[src/rtl/if_fetch_unit.sv]
// Instruction fetch stage: generates the fetch PC, issues single outstanding imem requests
// and buffers returned instructions in a 2-entry queue feeding the IF/ID register.
module if_fetch_unit #(
    parameter logic [31:0] RESET_PC = 32'h0000_0000,
    parameter logic [31:0] NOP_INST = 32'h0000_0013
) (
    input  logic        clk,
    input  logic        rst_n,
    input  logic        stall,
    input  logic        br,
    input  logic [31:0] br_target,
    output logic        imem_req,
    output logic [31:0] imem_addr,
    input  logic        imem_rvalid,
    input  logic [31:0] imem_rdata,
    output logic        if_valid,
    output logic [31:0] if_pc,
    output logic [31:0] if_inst
);

    typedef enum logic [1:0] {StIdle, StWait, StFlush} state_e;

    state_e      state_q;
    logic [31:0] fetch_pc_q;
    logic [31:0] req_pc_q;
    logic [1:0]  count_q;
    logic [31:0] q_pc_q   [2];
    logic [31:0] q_inst_q [2];

    logic        push;
    logic        pop;
    logic        issue;
    logic [1:0]  count_next;
    logic [1:0]  wr_pos;
    logic        wr_idx;

    always_comb begin
        push       = imem_rvalid && (state_q == StWait) && !br;
        pop        = (count_q != 2'd0) && !stall && !br;
        count_next = count_q + {1'b0, push} - {1'b0, pop};
        // Only issue when the post-update queue still has room for the response.
        issue      = rst_n && !br && ((state_q == StIdle) || imem_rvalid)
                     && (count_next < 2'd2);
        wr_pos     = count_q - {1'b0, pop};
        wr_idx     = wr_pos[0];
    end

    assign imem_req  = issue;
    assign imem_addr = fetch_pc_q;
    assign if_valid  = (count_q != 2'd0);
    assign if_pc     = if_valid ? q_pc_q[0] : 32'h0;
    assign if_inst   = if_valid ? q_inst_q[0] : NOP_INST;

    always_ff @(posedge clk or negedge rst_n) begin
        if (!rst_n) begin
            state_q    <= StIdle;
            fetch_pc_q <= RESET_PC;
            req_pc_q   <= 32'h0;
            count_q    <= 2'd0;
        end else if (br) begin
            count_q    <= 2'd0;
            fetch_pc_q <= {br_target[31:2], 2'b00};
            // An outstanding fetch whose response is not here yet must be discarded later.
            if ((state_q != StIdle) && !imem_rvalid) begin
                state_q <= StFlush;
            end else begin
                state_q <= StIdle;
            end
        end else begin
            count_q <= count_next;
            if (issue) begin
                req_pc_q   <= fetch_pc_q;
                fetch_pc_q <= fetch_pc_q + 32'd4;
                state_q    <= StWait;
            end else if (imem_rvalid && (state_q != StIdle)) begin
                state_q <= StIdle;
            end
        end
    end

    // Head is always entry 0; a pop shifts entry 1 down, a push lands behind the survivors.
    always_ff @(posedge clk or negedge rst_n) begin
        if (!rst_n) begin
            q_pc_q[0]   <= 32'h0;
            q_pc_q[1]   <= 32'h0;
            q_inst_q[0] <= 32'h0;
            q_inst_q[1] <= 32'h0;
        end else begin
            if (pop) begin
                q_pc_q[0]   <= q_pc_q[1];
                q_inst_q[0] <= q_inst_q[1];
            end
            if (push) begin
                q_pc_q[wr_idx]   <= req_pc_q;
                q_inst_q[wr_idx] <= imem_rdata;
            end
        end
    end

endmodule

[config.mk]
export PLATFORM = sky130hd
export DESIGN_NAME = if_fetch_unit
export DESIGN_NICKNAME = d
export VERILOG_FILES = /design/src/rtl/if_fetch_unit.sv
export SDC_FILE = /design/constraint.sdc
export NUM_CORES = 1
export LEC_CHECK = 0
export ABC_AREA = 0
export BUFFER_PORTS_ARGS = -buffer_cell sky130_fd_sc_hd__buf_2
export CAP_MARGIN = 10
export CELL_PAD_IN_SITES_DETAIL_PLACEMENT = 1
export CELL_PAD_IN_SITES_GLOBAL_PLACEMENT = 1
export CORE_UTILIZATION = 29
export CTS_CLUSTER_DIAMETER = 100
export DETAILED_ROUTE_END_ITERATION = 10
export PLACE_DENSITY_LB_ADDON = 0.1
export SYNTH_ARGS = -nofsm -noshare
export SYNTH_HDL_FRONTEND = slang
export SYNTH_SLANG_ARGS = --single-unit
[constraint.sdc]
create_clock -name clk -period 5.5 [get_ports clk]
set_input_delay 1.65 -clock clk [delete_from_list [all_inputs] [get_ports clk]]
set_output_delay 1.65 -clock clk [all_outputs]
set_load 0.01 [all_outputs]
-- Word level (Yosys, flattened, before mapping)
Index checks and enable logic that the tools add are counted.
- register bits after elaboration: 196
- output and inout port bits: 98
- input port bits: 69
- multiplexer cells: 17
- $add $sub $neg: 4
- reductions and logical operators: 20
- equal/unequal tests: 1
- order comparisons: 3
- bitwise operators: 2
- operators with widths (cell ; number):
    2-to-1 mux 32 bit ; 7
    bitwise mux 64 bit ; 2
    2-to-1 mux 64 bit ; 2
    adder 32 x 3 -> 32 bit (second input constant) ; 1
    demux 32 bit (select 1 bit) ; 1
    logical AND 1 bit ; 10
    2-to-1 mux 2 bit ; 5
    nonzero test 2 bit ; 3
    logical NOT 1 bit ; 3
    nonzero test 3 bit ; 1
    adder 2 x 1 -> 2 bit ; 1
    equality test 2 x 1 -> 1 bit (second input constant) ; 1
    >= comparator 2 bit (second input constant) ; 1
    logical NOT 2 bit ; 1
    < comparator 2 x 1 -> 1 bit (second input constant) ; 1
    < comparator 2 bit (second input constant) ; 1
    NOT 1 -> 2 bit ; 1
    AND reduction 2 bit ; 1
    subtractor 2 x 1 -> 2 bit ; 1
    logical OR 1 bit ; 1
    NOT 1 bit ; 1
    subtractor 1 bit ; 1

-- Longest topological paths before layout
Gate-level depths: netlist of the first run.
- depth in word-level cells: 11
- mapped depth: 15

-- Worst setup path after synthesis of the first run
OpenSTA, ideal clock, no wires.
- path type: input to output
- start point: in br
- end point: out imem_req
- required time: 3.850 ns
- data arrival time: 3.789 ns
- cell stages on the path: 14
- slack: 0.061 ns
- cell sequence: buf_2 -> nor2_1 -> nand2_1 -> inv_2 -> clkbuf_1 -> ha_1 -> inv_1 -> ha_1 -> xnor3_2 -> and3_4 -> nand2b_2 -> buf_6 -> buf_6 -> inv_1
- cells in the longest elaborated chain, start to end: 6
- elaborated cells between the ends (all ways): 9
- classes of those cells: 2 x add/sub; 1 x order compare; 6 x reduce/logical
- RTL lines (what ; line ; RTL):
    start, declared ; 10 ; input logic br,
    logical NOT 1 bit * ; 38, 39, 42 ;
    logical AND 1 bit ; 38 ; push = imem_rvalid && (state_q == StWait) && !br;
    adder 2 x 1 -> 2 bit ; 40 ; count_next = count_q + {1'b0, push} - {1'b0, pop};
    subtractor 2 x 1 -> 2 bit ; 40 ;
    < comparator 2 bit ; 43 ; && (count_next < 2'd2);
    logical AND 1 bit * ; 43 ;
    end, declared ; 12 ; output logic imem_req,
Every way passes the cells marked *; elsewhere a longest branch is shown, timed or not.

-- Worst setup path after layout of the first run
Same ends and word-level chain as after synthesis.

==> flow_summary_export.csv, run 1 <==
group,metric,value,unit
drt,wl_met1,11950,um
setup_path,critPathRequiredTime,3.85,ns
clock_network,cts_num_sinks,190,
clock_network,clockBufferDepth,2,
placed_design,gp_congestion,0.7142,
floorplan,die_area,0.03107,mm^2
synth,ys_seq_elements,190,
clock_network,cts_buffers,17,
synth,synth_cells,830,
timing,slew-limit-headroom,38.35,%
setup_path,path_class,"in -> out",
clock_network,cts_resized,0,
pwr,p_int,2734,uW
floorplan,num_io_pins,167,
pwr,switching_power,1142,uW
synth,synth-edff-count,0,
drt,routed_wl,22600,um
floorplan,initial_core_util,29.56,%
drt,wl_met3,712,um
synth,yosysSeqAreaShare,53.98,%
layout,fin_nets,1037,
drt,drt_iter0_drc,292,
global_route,grt_first_pass_wirelength,36510,um
placed_design,portBuffers,162,
pwr,power.share.clock,31.2,%
clock_network,h-tree-depth,4,
placed_design,dp_hpwl,14250,um
floorplan,die_w,176.3,um
layout,fin_cells,1368,
timing,hold_viol_final,0,
timing,holdWs,0.5063,ns
hold_path,hp-class,"reg -> reg",
drt,routedWlPerCell,16.52,um
synth,yosysUniqueCellTypes,42,
setup_path,arrival,3.51,ns
timing,rsz0062_at_grt,"no",
pwr,p_total,3877,uW
pwr,swShare,29.47,%
drt,num_vias,6258,
pwr,p_per_area,370.1,mW/mm^2
placed_design,place_inst,1336,
pwr,comb_power_share,18.2,%
synth,synth_area,0.008807,mm^2
drt,dr.pass1.iters,6,
timing,worst_pin_slew,0.9247,ns
global_route,grt_max_degree,121,
timing,worst_clock_skew,0.01710,ns
drt,final_antenna_net_count,0,
floorplan,chipHeight,176.3,um
global_route,overflow,0,
placed_design,placed_cell_area,0.009905,mm^2
setup_path,crit_fanout,7,
drt,wl_met2,9770,um
drt,routed_via_density,4.575,
pwr,seqPwrFrac,50.6,%
clock_network,clockRootBuffer,"clkbuf_16",
timing,fin_setup_tns,0,ns
timing,setup_viol,0,
global_route,grt_pass1_vias,6346,
clock_network,cts_tree,"built",
layout,layout-drive-gt1-share,32.00,%
floorplan,fp.coreArea,0.02980,mm^2
pwr,leakage,0.005123,uW
clock_network,clk_latency,0.43,ns
drt,top_layer,"met4",
setup_path,startpoint_type,"input port",
timing,post-route-period-util,93.80,%
timing,fmax,0.1938,GHz
global_route,grt_usage,15.13,%
synth,synth_area_per_cell,10.61,um^2
pwr,ir_drop,0.0001976,V
clock_network,holdBufCountCts,0,
layout,nFillCells,3383,
clock_network,post_cts_buffers,0,
synth,yosys_warnings,0,
synth,ys_async_sr_fraction,100.0,%
synth,synth_flop_cell,"dfrtp_1",
floorplan,std_cell_rows,63,
timing,period_minus_slack,5.159,ns
layout,design_area,0.01048,mm^2
job,drv_cap,0,
status,status,"complete, no violations",
drt,drc,0,
global_route,antenna_found_initial,0,
clock_network,clk_pin_slew,0.06,ns
timing,maxSlewViolCount,0,
layout,areaGrowthSynthToFinish,18.94,%
setup_path,end_kind,"primary output",
layout,n_antenna_cell,0,
## layout make-up
class / instances / area, um^2 / area share (%)
inverters: 6 / 22.52 / 0.2150
clock buffers: 19 / 452.9 / 4.324
clock inverters: 13 / 117.6 / 1.123
flip-flops and latches: 190 / 4755 / 45.39
repair buffers: 171 / 899.6 / 8.588
well taps: 390 / 488.0 / 4.658
multi-input cells: 579 / 3740 / 35.70
## critical path: stages
cell and delay, ns:
buf_2 0.17, nor2_1 0.11, nand3_1 0.18, ha_1 0.33
inv_1 0.04, ha_1 0.17, xnor3_2 0.29, and3_4 0.24
nand2b_2 0.07, inv_1 0.10, buf_2 0.15
## metrics by stage
step / util, % / setup WS [ns]
after floorplan: - / 0.06099
after global placement: 33.24 / 0.2894
after detailed placement: 33.24 / 0.2834
after CTS: 35.16 / 0.2776
after global routing: 35.16 / 0.2148
final: 35.16 / 0.3412
## Yosys cell counts, types with 2 or more instances
cell type    n  area [um^2]
o21ai_0     24        120.1
buf_4        8        60.06
ha_1         3        37.54
nand4_2      2        25.02
buf_2       10        50.05
a21oi_1      2        10.01
nor2_1      69        259.0
nor2b_1      2        12.51
and3_1       6        37.54
o21ai_1      6        30.03
or2_2        3        18.77
mux2_2      69        777.0
mux2_4      23        345.3
and2_1      63        394.1
a31oi_1     62        387.9
nand2_1    162        608.1
inv_1        5        18.77
nor4_2       3        37.54
dfrtp_1    190         4755
and4_1       5        43.79
buf_6        3        33.78
nand3_1     11        55.05
buf_12       2        40.04
xnor2_1     19        166.4
xor2_1      10        87.58
clkbuf_1    31        116.4
nor3_1       9        45.04
mux2i_1      2        20.02
nand4_1      9        56.30
nand2b_1     5        31.28
## metal layers
metal	global-route usage, %	vias to the layer above
met5	0	-
met4	3.478	0
met3	2.606	10
met2	22.05	114
met1	23.04	3069
li1	-	3065
## cells in the final DEF, fill, tap and decap left out, types with 4 or more instances in the layout
master	instances
mux2_2	69
and3_1	6
a31oi_1	62
inv_6	7
o21ai_0	24
xnor2_1	19
nor3_1	9
buf_2	161
and4_1	5
buf_4	8
and2_1	63
mux2_4	23
nor2_1	69
inv_1	5
nand4_1	9
nand2b_1	4
xor2_1	10
o21ai_1	6
clkbuf_16	17
dfrtp_1	190
nand3_1	11
nand2_1	161
## path summary, 6_finish.rpt
check                      startpoint             to  slack (ns)  cells past startpoint
setup / recovery                   br       imem_req        0.34                     11
hold / removal             q_pc_q[21]     q_pc_q[21]        0.51                      1
setup reg to reg           count_q[0]    req_pc_q[4]        2.64                     11
hold reg to reg            q_pc_q[21]     q_pc_q[21]        0.51                      1
max in group asynchronous       rst_n     q_pc_q[12]        2.78                      3
min in group asynchronous       rst_n  imem_addr[14]        1.09                      1
## power by group through the flow
stage | registers, uW | clock network, uW | logic [uW]
5_1_grt | 2020 | 1320 | 800
6_report | 1960 | 1210 | 704
3_5_place_dp | 2000 | 0 | 721
3_3_place_gp | 1980 | 0 | 710
2_1_floorplan | 1920 | 0 | 508
4_1_cts | 1970 | 1270 | 725
## state kept, by name, indices dropped and copies added (netlist names)
name / flops
imem_addr: 30
state_q: 2
count_q: 2
q_pc_q: 62
q_inst_q: 64
req_pc_q: 30
## logic make-up (layout without fill, tap and decap cells)
kind of cell | Yosys count | in the layout | synth area share, %
AOI/OAI and AO/OA | 95 | 95 | 6.308
xor gates and xnor gates | 30 | 30 | 3.154
adders and majority gates | 3 | 3 | 0.4262
buffers and inverters | 62 | 209 | 3.765
DFF | 190 | 190 | 53.98
muxes | 94 | 94 | 12.97
other | 1 | 2 | 0.04258
and+or+nand+nor | 355 | 355 | 19.35
(Power assumes the default switching activity.)
==> inputs of run 2 (changes only) <==
--- a/config.mk
+++ b/config.mk
@@ -14,6 +14,7 @@
 export CTS_CLUSTER_DIAMETER = 100
 export DETAILED_ROUTE_END_ITERATION = 10
 export PLACE_DENSITY_LB_ADDON = 0.1
+export RECOVER_POWER = 50
 export SYNTH_ARGS = -nofsm -noshare
 export SYNTH_HDL_FRONTEND = slang
 export SYNTH_SLANG_ARGS = --single-unit
==> run 2 against run 1 <==
Critical endpoint unchanged. Routed wire length barely moved. Die area did not move. Count of clock-buffer cells in the layout did not move. Core utilization fell by 0.23 points. Final area fell by 0.66%. The flow now finishes with violations (capacitance limit, slew limit). Power fell by 0.13%.
==> flow_summary_export.csv, run 2 (synthesis gave the netlist of run 1 again) <==
group,metric,value,unit
status,status,"finished, violations left",
status,violations,"capacitance limit, slew limit",
layout,final_common_cell,"dfrtp_1",
clock_network,clockRootBuffer,"clkbuf_16",
timing,setup_viol,0,
timing,hold_viol_final,0,
drt,drc,0,
drt,routed_via_density,4.580,
clock_network,clk_latency,0.43,ns
placed_design,dp_hpwl,14250,um
setup_path,startpoint_type,"input port",
drt,routedWlPerCell,16.51,um
hold_path,hp-class,"reg -> reg",
layout,final_core_util,34.92,%
floorplan,std_cell_rows,63,
pwr,p_total,3872,uW
layout,layout-drive-gt1-share,28.63,%
floorplan,die_area,0.03107,mm^2
layout,final_cell_mix,"dfrtp_1, nand2_1, buf_2, nor2_1, mux2_2",
clock_network,h-tree-depth,4,
setup_path,crit_fanout,7,
floorplan,num_io_pins,167,
global_route,overflow,0,
clock_network,cts_resized,0,
placed_design,gp_congestion,0.7142,
global_route,grt_pass1_vias,6346,
floorplan,initial_core_util,29.56,%
layout,n_antenna_cell,0,
drt,routed_wl,22580,um
global_route,grt_usage,15.13,%
layout,regMostFlops,"q_inst_q",
timing,maxSlewViolCount,161,
setup_path,end_kind,"primary output",
pwr,leakage,0.005009,uW
pwr,ir_drop,0.0001976,V
timing,rsz0062_at_grt,"no",
placed_design,pre_cts_ws,0.2834,ns
clock_network,cts_num_sinks,190,
setup_path,path_class,"in -> out",
layout,top_regs,"q_inst_q (64), q_pc_q (62)",
timing,fin_setup_tns,0,ns
timing,worst_clock_skew,0.01740,ns
drt,dr.pass1.iters,6,
timing,slew-limit-headroom,-17.30,%
pwr,p_per_area,372.1,mW/mm^2
timing,period_minus_slack,5.229,ns
floorplan,fp.coreArea,0.02980,mm^2
floorplan,die_w,176.3,um
placed_design,portBuffers,162,
clock_network,cts_buffers,17,
drt,final_antenna_net_count,0,
layout,areaGrowthSynthToFinish,18.16,%
global_route,antenna_found_initial,0,
clock_network,clk_pin_slew,0.07,ns
clock_network,holdBufCountCts,0,
hold_path,min_from,"q_pc_q[33]",
clock_network,post_cts_buffers,0,
layout,largest_reg_flops,64,
global_route,grt_first_pass_wirelength,36510,um
timing,worst_slack,0.2708,ns
clock_network,clockBufferDepth,2,
timing,fmax,0.1912,GHz
timing,worst_pin_slew,1.760,ns
job,drv_cap,2,
layout,fin_nets,1037,
floorplan,chipHeight,176.3,um
setup_path,reg2reg_from,"state_q[1]",
drt,num_vias,6265,
clock_network,cts_tree,"built",
setup_path,critPathRequiredTime,3.85,ns
placed_design,placed_cell_area,0.009905,mm^2
global_route,grt_max_degree,121,
timing,post-route-period-util,95.08,%
setup_path,arrival,3.58,ns
drt,drt_iter0_drc,299,
setup_path,crit_start,"br",
layout,design_area,0.01041,mm^2
run 2: cell count changes in the layout (fill, tap and decap cells not counted):
cell and delta:
xnor3_1 +1, clkbuf_4 +2, buf_2 -30, nand2b_1 +1, clkbuf_1 +31, xnor3_2 -1
buf_12 -1, buf_4 -1, nand2b_4 -1, clkbuf_8 -1
run 2: per-layer routing:
metal  wire (um)  track usage [%]
met1       11970            23.04
met5           0                0
met3         676            2.606
met4         165            3.478
met2        9775            22.05
run 2: power breakdown:
part           internal [uW]  total [uW]  switching (uW)
logic                    359         696             337
registers               1750        1960             217
clock network            622        1210             590
run 2: worst max-delay path, stage by stage:
cell	delay (ns)
buf_2	0.17
nor2_1	0.11
nand3_1	0.17
ha_1	0.33
inv_1	0.04
ha_1	0.17
xnor3_1	0.34
and3_4	0.27
nand2b_2	0.07
inv_1	0.10
buf_2	0.15
run 2: path summary, 6_finish.rpt:
check	end	slack [ns]	depth (start not counted)
worst max-delay path	imem_req	0.27	11
max in group asynchronous	q_pc_q[12]	0.95	3
worst min register to register	q_pc_q[33]	0.51	1
worst max register to register	q_pc_q[54]	2.46	6
worst min-delay path	q_pc_q[33]	0.51	1
min in group asynchronous	imem_addr[14]	1.47	1
run 2: metrics by stage:
step	std cells	hold WS, ns
after CTS	1368	0.5113
final	1368	0.5062
after global placement	1336	0.4868
after floorplan	831	0.4649
after global routing	1368	0.5194
after detailed placement	1336	0.4893
run 2: area by class of cell:
class                      instances  area, um^2
fill                            3385       19390
sequential                       190        4755
multi-input combinational        579        3731
timing repair buffer             171       839.6
tap                              390       488.0
clock buffer                      19       452.9
clock inverter                    13       117.6
inverter                           6       22.52
==> inputs of run 3 (changes only) <==
--- a/config.mk
+++ b/config.mk
@@ -14,7 +14,7 @@
 export CTS_CLUSTER_DIAMETER = 100
 export DETAILED_ROUTE_END_ITERATION = 10
 export PLACE_DENSITY_LB_ADDON = 0.1
-export RECOVER_POWER = 50
+export RECOVER_POWER = 100
 export SYNTH_ARGS = -nofsm -noshare
 export SYNTH_HDL_FRONTEND = slang
 export SYNTH_SLANG_ARGS = --single-unit
==> run 3 against run 2 <==
The flow still finishes with violations (capacitance limit, slew limit). Routed wire length grew 0.54%. Largest power group unchanged. Critical endpoint unchanged. Worst hold slack about the same. Final area down 1.7%. Count of clock-buffer cells in the layout stayed put.
==> flow_summary_export.csv, run 3 (synthesis gave the netlist of run 1 again) <==
group,metric,value,unit
pwr,swShare,29.90,%
pwr,p_int,2682,uW
layout,nFillCells,3411,
timing,slew-limit-headroom,-20.14,%
floorplan,initial_core_util,29.56,%
drt,routedWlPerCell,16.60,um
timing,setup_viol,0,
setup_path,reg2reg_slack,1.83,ns
drt,dr.pass1.iters,6,
clock_network,cts_tree,"built",
hold_path,min_from,"q_pc_q[33]",
clock_network,cts_num_sinks,190,
status,status,"finished, violations left",
hold_path,min_path_cells,1,
placed_design,gp_congestion,0.7142,
floorplan,die_w,176.3,um
pwr,leakage,0.004720,uW
global_route,grt_max_degree,121,
status,violations,"capacitance limit, slew limit",
drt,num_vias,6258,
drt,drt_iter0_drc,267,
pwr,p_total,3827,uW
layout,design_area,0.01022,mm^2
clock_network,cts_buffers,17,
pwr,p_per_area,374.2,mW/mm^2
layout,areaGrowthSynthToFinish,16.10,%
floorplan,die_area,0.03107,mm^2
setup_path,crit_start,"br",
layout,n_antenna_cell,0,
clock_network,holdBufCountCts,0,
placed_design,dp_hpwl,14250,um
placed_design,portBuffers,162,
timing,fmax,0.1930,GHz
global_route,overflow,0,
placed_design,pre_cts_ws,0.2834,ns
drt,final_antenna_net_count,0,
timing,post-route-period-util,94.19,%
setup_path,path_class,"in -> out",
floorplan,std_cell_rows,63,
pwr,comb_power_share,17.0,%
setup_path,reg2reg_from,"count_q[0]",
global_route,grt_first_pass_wirelength,36510,um
placed_design,placed_cell_area,0.009905,mm^2
drt,routed_via_density,4.575,
layout,top_regs,"q_inst_q (64), q_pc_q (62)",
clock_network,clockBufferDepth,2,
layout,final_common_cell,"dfrtp_1",
setup_path,end_kind,"primary output",
setup_path,reg2reg_depth,11,
setup_path,critPathRequiredTime,3.85,ns
pwr,ir_drop,0.0001964,V
pwr,switching_power,1144,uW
clock_network,h-tree-depth,4,
timing,fin_setup_tns,0,ns
floorplan,fp.coreArea,0.02980,mm^2
clock_network,clockRootBuffer,"clkbuf_16",
pwr,power.share.clock,31.8,%
hold_path,hp-class,"reg -> reg",
drt,routed_wl,22710,um
setup_path,arrival,3.53,ns
clock_network,clk_latency,0.43,ns
global_route,grt_pass1_vias,6346,
timing,hold_viol_final,0,
pwr,seqPwrFrac,51.3,%
floorplan,num_io_pins,167,
clock_network,cts_resized,0,
layout,final_cell_mix,"dfrtp_1, nand2_1, buf_2, clkbuf_1",
timing,worst_clock_skew,0.01697,ns
layout,regMostFlops,"q_inst_q",
drt,drc,0,
timing,worst_pin_slew,1.802,ns
global_route,grt_usage,15.13,%
timing,worst_slack,0.3195,ns
clock_network,clk_pin_slew,0.07,ns
timing,period_minus_slack,5.181,ns
layout,layout-drive-gt1-share,21.78,%
clock_network,post_cts_buffers,0,
global_route,antenna_found_initial,0,
timing,maxSlewViolCount,347,
timing,rsz0062_at_grt,"no",
setup_path,startpoint_type,"input port",
job,drv_cap,5,
layout,fin_nets,1037,
layout,largest_reg_flops,64,
setup_path,crit_fanout,7,
floorplan,chipHeight,176.3,um
## run 3: changes by cell type in the layout (fill, tap and decap cells not counted), moves of 3 or more
| cell | delta |
|---|---|
| and2_1 | -27 |
| clkbuf_1 | +39 |
| buf_2 | -38 |
| buf_4 | -4 |
| nor4_2 | -3 |
| clkbuf_2 | +3 |
| and2_0 | +27 |
| nor4_1 | +3 |
| mux2_1 | +23 |
| mux2_4 | -23 |
## run 3: final timing paths
check | endpoint
min in group asynchronous | imem_addr[14]
max in group asynchronous | q_pc_q[12]
worst max register to register | req_pc_q[4]
worst max-delay path | imem_req
worst min register to register | q_pc_q[33]
worst min-delay path | q_pc_q[33]
## run 3: cell type report
| type | instances | area (um^2) | area share, % |
|---|---|---|---|
| Inverter | 6 | 22.52 | 0.2203 |
| Clock inverter | 13 | 117.6 | 1.150 |
| Sequential cell | 190 | 4755 | 46.50 |
| Clock buffer | 19 | 452.9 | 4.430 |
| Timing Repair Buffer | 171 | 780.7 | 7.636 |
| Multi-Input combinational cell | 579 | 3608 | 35.29 |
| Tap cell | 390 | 488.0 | 4.772 |
## run 3: metrics by stage
stage	instances	hold WS [ns]	utilization, %
2_1_floorplan	831	0.4649	-
3_3_place_gp	1336	0.4868	33.24
3_5_place_dp	1336	0.4893	33.24
4_1_cts	1368	0.5113	35.16
5_1_grt	1368	0.5196	34.32
6_report	1368	0.5064	34.32
## run 3: power by group through the flow
stage	Clock, uW	Sequential [uW]	Combinational [uW]
floorplan	0	1920	508
global placement	0	1980	710
detailed placement	0	2000	721
CTS	1270	1970	725
global route	1320	2020	748
finish	1220	1960	650
## run 3: worst max-delay path, cell delays in order
cell      delay, ns
buf_2          0.17
nor2_1         0.11
nand3_1        0.17
ha_1           0.33
inv_1          0.04
ha_1           0.17
xnor3_1        0.29
and3_4         0.25
nand2b_2       0.07
inv_1          0.10
clkbuf_1       0.17
## run 3: layer usage
layer  GRT usage (%)  share of wire, %  vias up
li1                -                 -     3058
met1           23.04                53     3078
met2           22.05                43      112
met3           2.606               3.0       10
met4           3.478              0.73        0
met5               0                 0        -
